**config.mk**
```make
export PLATFORM = sky130hd
export DESIGN_NAME = program_loader
export DESIGN_NICKNAME = d
export VERILOG_FILES = /design/src/rtl/loader_pkg.sv /design/src/rtl/program_loader.sv
export SDC_FILE = /design/constraint.sdc
export NUM_CORES = 1
export LEC_CHECK = 0
export ABC_AREA = 1
export CAP_MARGIN = 20
export CORE_MARGIN = 2
export CORE_UTILIZATION = 56
export CTS_CLUSTER_SIZE = 16
export DETAILED_ROUTE_END_ITERATION = 16
export PLACE_DENSITY_LB_ADDON = 0.25
export SYNTH_ARGS = -nofsm -noshare
export SYNTH_HDL_FRONTEND = slang
export SYNTH_SLANG_ARGS = --single-unit
```
**constraint.sdc**
```tcl
create_clock -name clk -period 2.5 [get_ports clk]
set_input_delay 0.5 -clock clk [delete_from_list [all_inputs] [get_ports clk]]
set_output_delay 0.5 -clock clk [all_outputs]
set_load 0.005 [all_outputs]
```
**src/rtl/loader_pkg.sv**
```systemverilog
// Shared definitions for the boot-time program loader.
// Holds the loader FSM state type, the default memory depth and the checksum width.
package loader_pkg;

  typedef enum logic [2:0] {
    StIdle,
    StLenHi,
    StLenLo,
    StDataHi,
    StDataLo,
    StCsum,
    StRun,
    StErr
  } loader_state_e;

  localparam int unsigned DefaultMemWords = 1000;
  localparam int unsigned CsumW           = 8;

endpackage

```
**src/rtl/program_loader.sv**
```systemverilog
// Boot-time program loader.
// Accepts a byte stream {LEN_HI, LEN_LO, 2N data bytes (big-endian words), CSUM}.
// Each assembled word is written through a single memory write port. run is
// raised only after the checksum matches, and it holds the processor in reset
// until then.
// Ports:
//   clk, rst       clock and synchronous active-low reset
//   in_valid/in_data/in_ready  upstream byte handshake
//   mem_w/mem_addr/mem_wdata   registered memory write port, one pulse per word
//   run            verified image present (drives processor active-low reset)
//   done, error    load finished / load failed, both sticky until reset
module program_loader
  import loader_pkg::*;
#(
  parameter int unsigned MEM_WORDS = DefaultMemWords,
  parameter int unsigned ADDR_W    = 16
) (
  input  logic              clk,
  input  logic              rst,
  input  logic              in_valid,
  input  logic [7:0]        in_data,
  output logic              in_ready,
  output logic              mem_w,
  output logic [ADDR_W-1:0] mem_addr,
  output logic [15:0]       mem_wdata,
  output logic              run,
  output logic              done,
  output logic              error
);

  loader_state_e state_q, state_d;

  logic [7:0]        len_hi_q;
  logic [15:0]       len_q;
  logic [15:0]       word_cnt_q;
  logic [7:0]        hi_q;
  logic [CsumW-1:0]  csum_q;
  logic              mem_w_q;
  logic [ADDR_W-1:0] mem_addr_q;
  logic [15:0]       mem_wdata_q;

  logic        accept;
  logic [15:0] len_in;
  logic        last_word;

  assign accept    = in_valid && in_ready;
  assign len_in    = {len_hi_q, in_data};
  // Word counter has not yet advanced for the word being completed.
  assign last_word = (word_cnt_q + 16'd1) == len_q;

  // State register
  always_ff @(posedge clk) begin
    if (!rst) begin
      state_q <= StIdle;
    end else begin
      state_q <= state_d;
    end
  end

  // Next-state logic
  always_comb begin
    state_d = state_q;
    unique case (state_q)
      StIdle:  state_d = StLenHi;
      StLenHi: if (accept) state_d = StLenLo;
      StLenLo: begin
        if (accept) begin
          if (len_in == 16'd0) begin
            state_d = StCsum;
          end else if ({16'd0, len_in} > MEM_WORDS) begin
            state_d = StErr;
          end else begin
            state_d = StDataHi;
          end
        end
      end
      StDataHi: if (accept) state_d = StDataLo;
      StDataLo: if (accept) state_d = last_word ? StCsum : StDataHi;
      StCsum:   if (accept) state_d = (in_data == csum_q) ? StRun : StErr;
      StRun:    state_d = StRun;
      StErr:    state_d = StErr;
      default:  state_d = StIdle;
    endcase
  end

  // State-decoded outputs
  always_comb begin
    in_ready = 1'b0;
    run      = 1'b0;
    done     = 1'b0;
    error    = 1'b0;
    unique case (state_q)
      StLenHi, StLenLo, StDataHi, StDataLo, StCsum: in_ready = 1'b1;
      StRun: begin
        run  = 1'b1;
        done = 1'b1;
      end
      StErr: begin
        done  = 1'b1;
        error = 1'b1;
      end
      default: ;
    endcase
  end

  // Datapath: length, byte latch, word counter, checksum and write port
  always_ff @(posedge clk) begin
    if (!rst) begin
      len_hi_q    <= 8'd0;
      len_q       <= 16'd0;
      word_cnt_q  <= 16'd0;
      hi_q        <= 8'd0;
      csum_q      <= '0;
      mem_w_q     <= 1'b0;
      mem_addr_q  <= '0;
      mem_wdata_q <= 16'd0;
    end else begin
      mem_w_q <= 1'b0;
      if (state_q == StIdle) begin
        csum_q     <= '0;
        word_cnt_q <= 16'd0;
      end
      if (accept) begin
        // The checksum byte itself is compared, never accumulated.
        if (state_q != StCsum) begin
          csum_q <= csum_q + in_data;
        end
        unique case (state_q)
          StLenHi:  len_hi_q <= in_data;
          StLenLo:  len_q    <= len_in;
          StDataHi: hi_q     <= in_data;
          StDataLo: begin
            mem_w_q     <= 1'b1;
            mem_addr_q  <= ADDR_W'(word_cnt_q);
            mem_wdata_q <= {hi_q, in_data};
            word_cnt_q  <= word_cnt_q + 16'd1;
          end
          default: ;
        endcase
      end
    end
  end

  assign mem_w     = mem_w_q;
  assign mem_addr  = mem_addr_q;
  assign mem_wdata = mem_wdata_q;

endmodule

```
==> key figures <==
Run status
  • Run status: finished, final reports clean

Floorplanning
  • Core area: 0.00765 mm2
  • Area of the die: 0.00856 mm2
  • Number of placement rows: 32
  • Number of I/O pins: 48
  • Die H: 92.5 um
  • Width of the die: 92.5 um
  • Initial core utilization: 57.4%

Layout
  • Post-Route Utilization: 68.6%
  • Leading cell types in the layout, fill and taps excluded: nand2_1 (104), dfxtp_1 (92), o21ai_0 (83), inv_1 (82), nand3_1 (77)
  • FILL cells: 666
  • Layout overhead on the synthesized area: 19.6%
  • Antenna diode count: 0
  • Area of all placed cells without fillers: 0.00525 mm2
  • Fraction of final layout cells with drive strength greater than 1: 7.92%
  • Most common cell after layout, fill and taps aside: nand2_1
  • Fin cells: 784
  • Net count of the finished layout: 697

Place
  • Placed cell count: 768
  • Routability Congestion: 0.857
  • Placed instance area: 0.00505 mm2
  • I/O Buffers: 47
  • HPWL after DPL: 7.92 mm

Run
  • Maximum capacitance violations: 0

Global routing
  • Global-route wire length before repair: 18.5 mm
  • Vias in the first global route: 3,914
  • Gr ovfl total: 0
  • Total routing resource utilization after global routing: 26.8%
  • Initial antenna violation count: 0
  • Maximum number of pins on one net before global-route repair: 79

Synthesis
  • Post-synthesis share of cell area spent on xor and xnor gates: 1.80%
  • Mean instance size in the synthesized netlist: 7.08 um2
  • Synthesized-area fraction occupied by and/or/nand/nor cells: 27.3%
  • Synthesis-stage register bit count: 92
  • Synth Area in Compound Gates: 17.0%
  • Total number of yosys warnings: 0
  • Multiplexer share of the synthesized area: 0%
  • Combinational family with the most area after synthesis: simple AND/OR/NAND/NOR gates
  • Mapped Nets: 640
  • Sequential-to-total area share from yosys stat: 42.0%
  • Fraction of the mapped netlist area in adder cells: 2.74%
  • Cell count after synthesis: 620
  • Total standard cell area after synthesis: 0.00439 mm2
  • Number of library cell types mapped by synthesis: 33

Timing
  • Max frequency: 428 MHz
  • Final hold violation count: 0
  • Setup violations, final: 0
  • RSZ-0062 raised after global routing: false
  • Maximum clock skew at final layout: 0.00917 ns
  • Final critical-path share of the clock period: 93.4%
  • Slew Limit Fails: 0
  • Slew headroom: 42.0%
  • Final worst path period need: 2.34 ns
  • Worst Max-Slew Pin Slew: 0.869 ns
  • Smallest hold slack: 0.455 ns
  • Fin Setup TNS: 0 ns

Clocking
  • Clock network latency to the later pin of the worst-skew pair: 0.36 ns
  • Clock tree from TritonCTS: built
  • Post CTS Setup Buffer Count: 0
  • Hold Buf Count CTS: 0
  • Clock tree buffer depth: 2
  • Post_cts resized: 0
  • Root Buffer: clkbuf_8
  • Num Clock Sinks: 92
  • Reg clk slew, reported paths: 0.11 ns
  • H-Tree Depth: 3
  • Clock buffers created by TritonCTS: 9

Power and ir drop
  • Total power divided by cell area: 739 mW/mm2
  • Largest voltage drop on the vdd net: 0.000662 V
  • Static power due to leakage: 2.13 nW

Worst setup path
  • Type of the worst setup path: primary input to register
  • WP data required: 2.76 ns
  • Highest net fanout along the worst path: 2
  • Worst setup SP type: primary input
  • Arrival @ worst endpoint: 2.59 ns
  • Sort of element at the end of the critical path: register

Drt
  • Vias: 4,311
  • Initial DRC count: 322
  • Pre-Repair DR Iteration Count: 5
  • DR DRC count: 0
  • Post-detailed-route count of antenna-violating nets: 0
  • Average detailed-routed wire length per instance: 14.1 um
  • Drt via density: 5.50
  • Total wirelength of the detailed-routed design: 11.0 mm

Worst hold path
  • Worst hold-check path type: register to register
-- cell families after synthesis --
| group | after synthesis |
|---|---|
| compound gates | 143 |
| xor+xnor | 9 |
| fa+ha+maj | 9 |
| buf+inv | 106 |
| flops | 92 |
| simple gates | 261 |
-- sequential cells by signal, summed over array words and instances (netlist names) --
signal / cells
hi_q: 8
mem_wdata: 16
word_cnt_q: 16
len_hi_q: 8
csum_q: 8
len_q: 16
mem_w: 1
mem_addr: 16
state_q: 3
-- critical path, stage by stage --
cell	delay, ns
clkdlybuf4s50_1	0.48
ha_1	0.17
inv_1	0.06
fa_1	0.38
o211a_1	0.25
or2_2	0.29
nand2_1	0.06
a21oi_1	0.07
xnor2_1	0.12
o21ai_0	0.14
a21oi_1	0.08
-- path summary, 6_finish.rpt --
check	endpoint	start	slack, ns	depth (start not counted)
setup reg to reg	state_q[2]	word_cnt_q[1]	0.34	15
hold / removal	hi_q[5]	hi_q[5]	0.45	2
setup / recovery	csum_q[6]	in_data[0]	0.16	11
hold reg to reg	hi_q[5]	hi_q[5]	0.45	2
-- power breakdown --
group | leakage, nW | switching, mW | internal, mW
clock | 0.102 | 0.600 | 0.399
combinational | 1.29 | 0.715 | 0.409
sequential | 0.745 | 0.133 | 1.62
total | 2.13 | 1.45 | 2.43
-- stage by stage --
stage	setup slack, ns	power, mW
2_1_floorplan	0.358	2.50
3_3_place_gp	-0.184	2.87
3_5_place_dp	-0.220	2.90
4_1_cts	0.169	3.88
5_1_grt	0.0603	4.11
6_report	0.164	3.88
-- cells in the mapped netlist --
| cell | instances | area, um2 |
|---|---|---|
| xor2_1 | 4 | 35.0 |
| nor2_1 | 47 | 176 |
| nand3b_1 | 2 | 15.0 |
| nand2_4 | 1 | 11.3 |
| o31ai_1 | 1 | 7.51 |
| o21ai_0 | 83 | 415 |
| clkinv_1 | 1 | 3.75 |
| a21oi_1 | 48 | 240 |
| o211a_1 | 1 | 10.0 |
| nor4_1 | 3 | 18.8 |
| nand4_1 | 13 | 81.3 |
| nor2_2 | 6 | 37.5 |
| a32o_1 | 1 | 10.0 |
| nand3_1 | 77 | 385 |
| a31oi_1 | 2 | 12.5 |
| fa_1 | 1 | 20.0 |
| dfxtp_1 | 92 | 1840 |
| ha_1 | 8 | 100 |
| a211oi_1 | 4 | 30.0 |
| inv_2 | 1 | 3.75 |
| nor2_4 | 4 | 45.0 |
| nand3_4 | 1 | 17.5 |
| buf_6 | 1 | 11.3 |
| inv_1 | 82 | 308 |
| clkbuf_1 | 21 | 78.8 |
| o21ai_1 | 1 | 5.00 |
| nand2_2 | 1 | 6.26 |
| a21oi_2 | 1 | 8.76 |
| o21bai_1 | 1 | 7.51 |
| or2_2 | 1 | 6.26 |
| nor3_1 | 1 | 5.00 |
| xnor2_1 | 5 | 43.8 |
| nand2_1 | 104 | 390 |
-- cell type report --
type / count / area (um2) / share of cell area, %
clock inverters: 7 / 73.8 / 1.41
multi-input cells: 422 / 2140 / 40.8
inverters: 84 / 315 / 6.01
repair buffers: 68 / 623 / 11.9
well taps: 102 / 128 / 2.43
flip-flops and latches: 92 / 1840 / 35.1
clock buffers: 9 / 124 / 2.36
-- per-layer routing --
layer | track usage, % | share of wire [%] | vias to the layer above
met3 | 3.25 | 5.5 | 17
li1 | - | - | 2162
met1 | 37.3 | 47 | 2006
met4 | 9.08 | 2.0 | 0
met5 | 0 | 0 | -
met2 | 42.9 | 46 | 126
No activity file was read; power rests on OpenSTA's default activity.
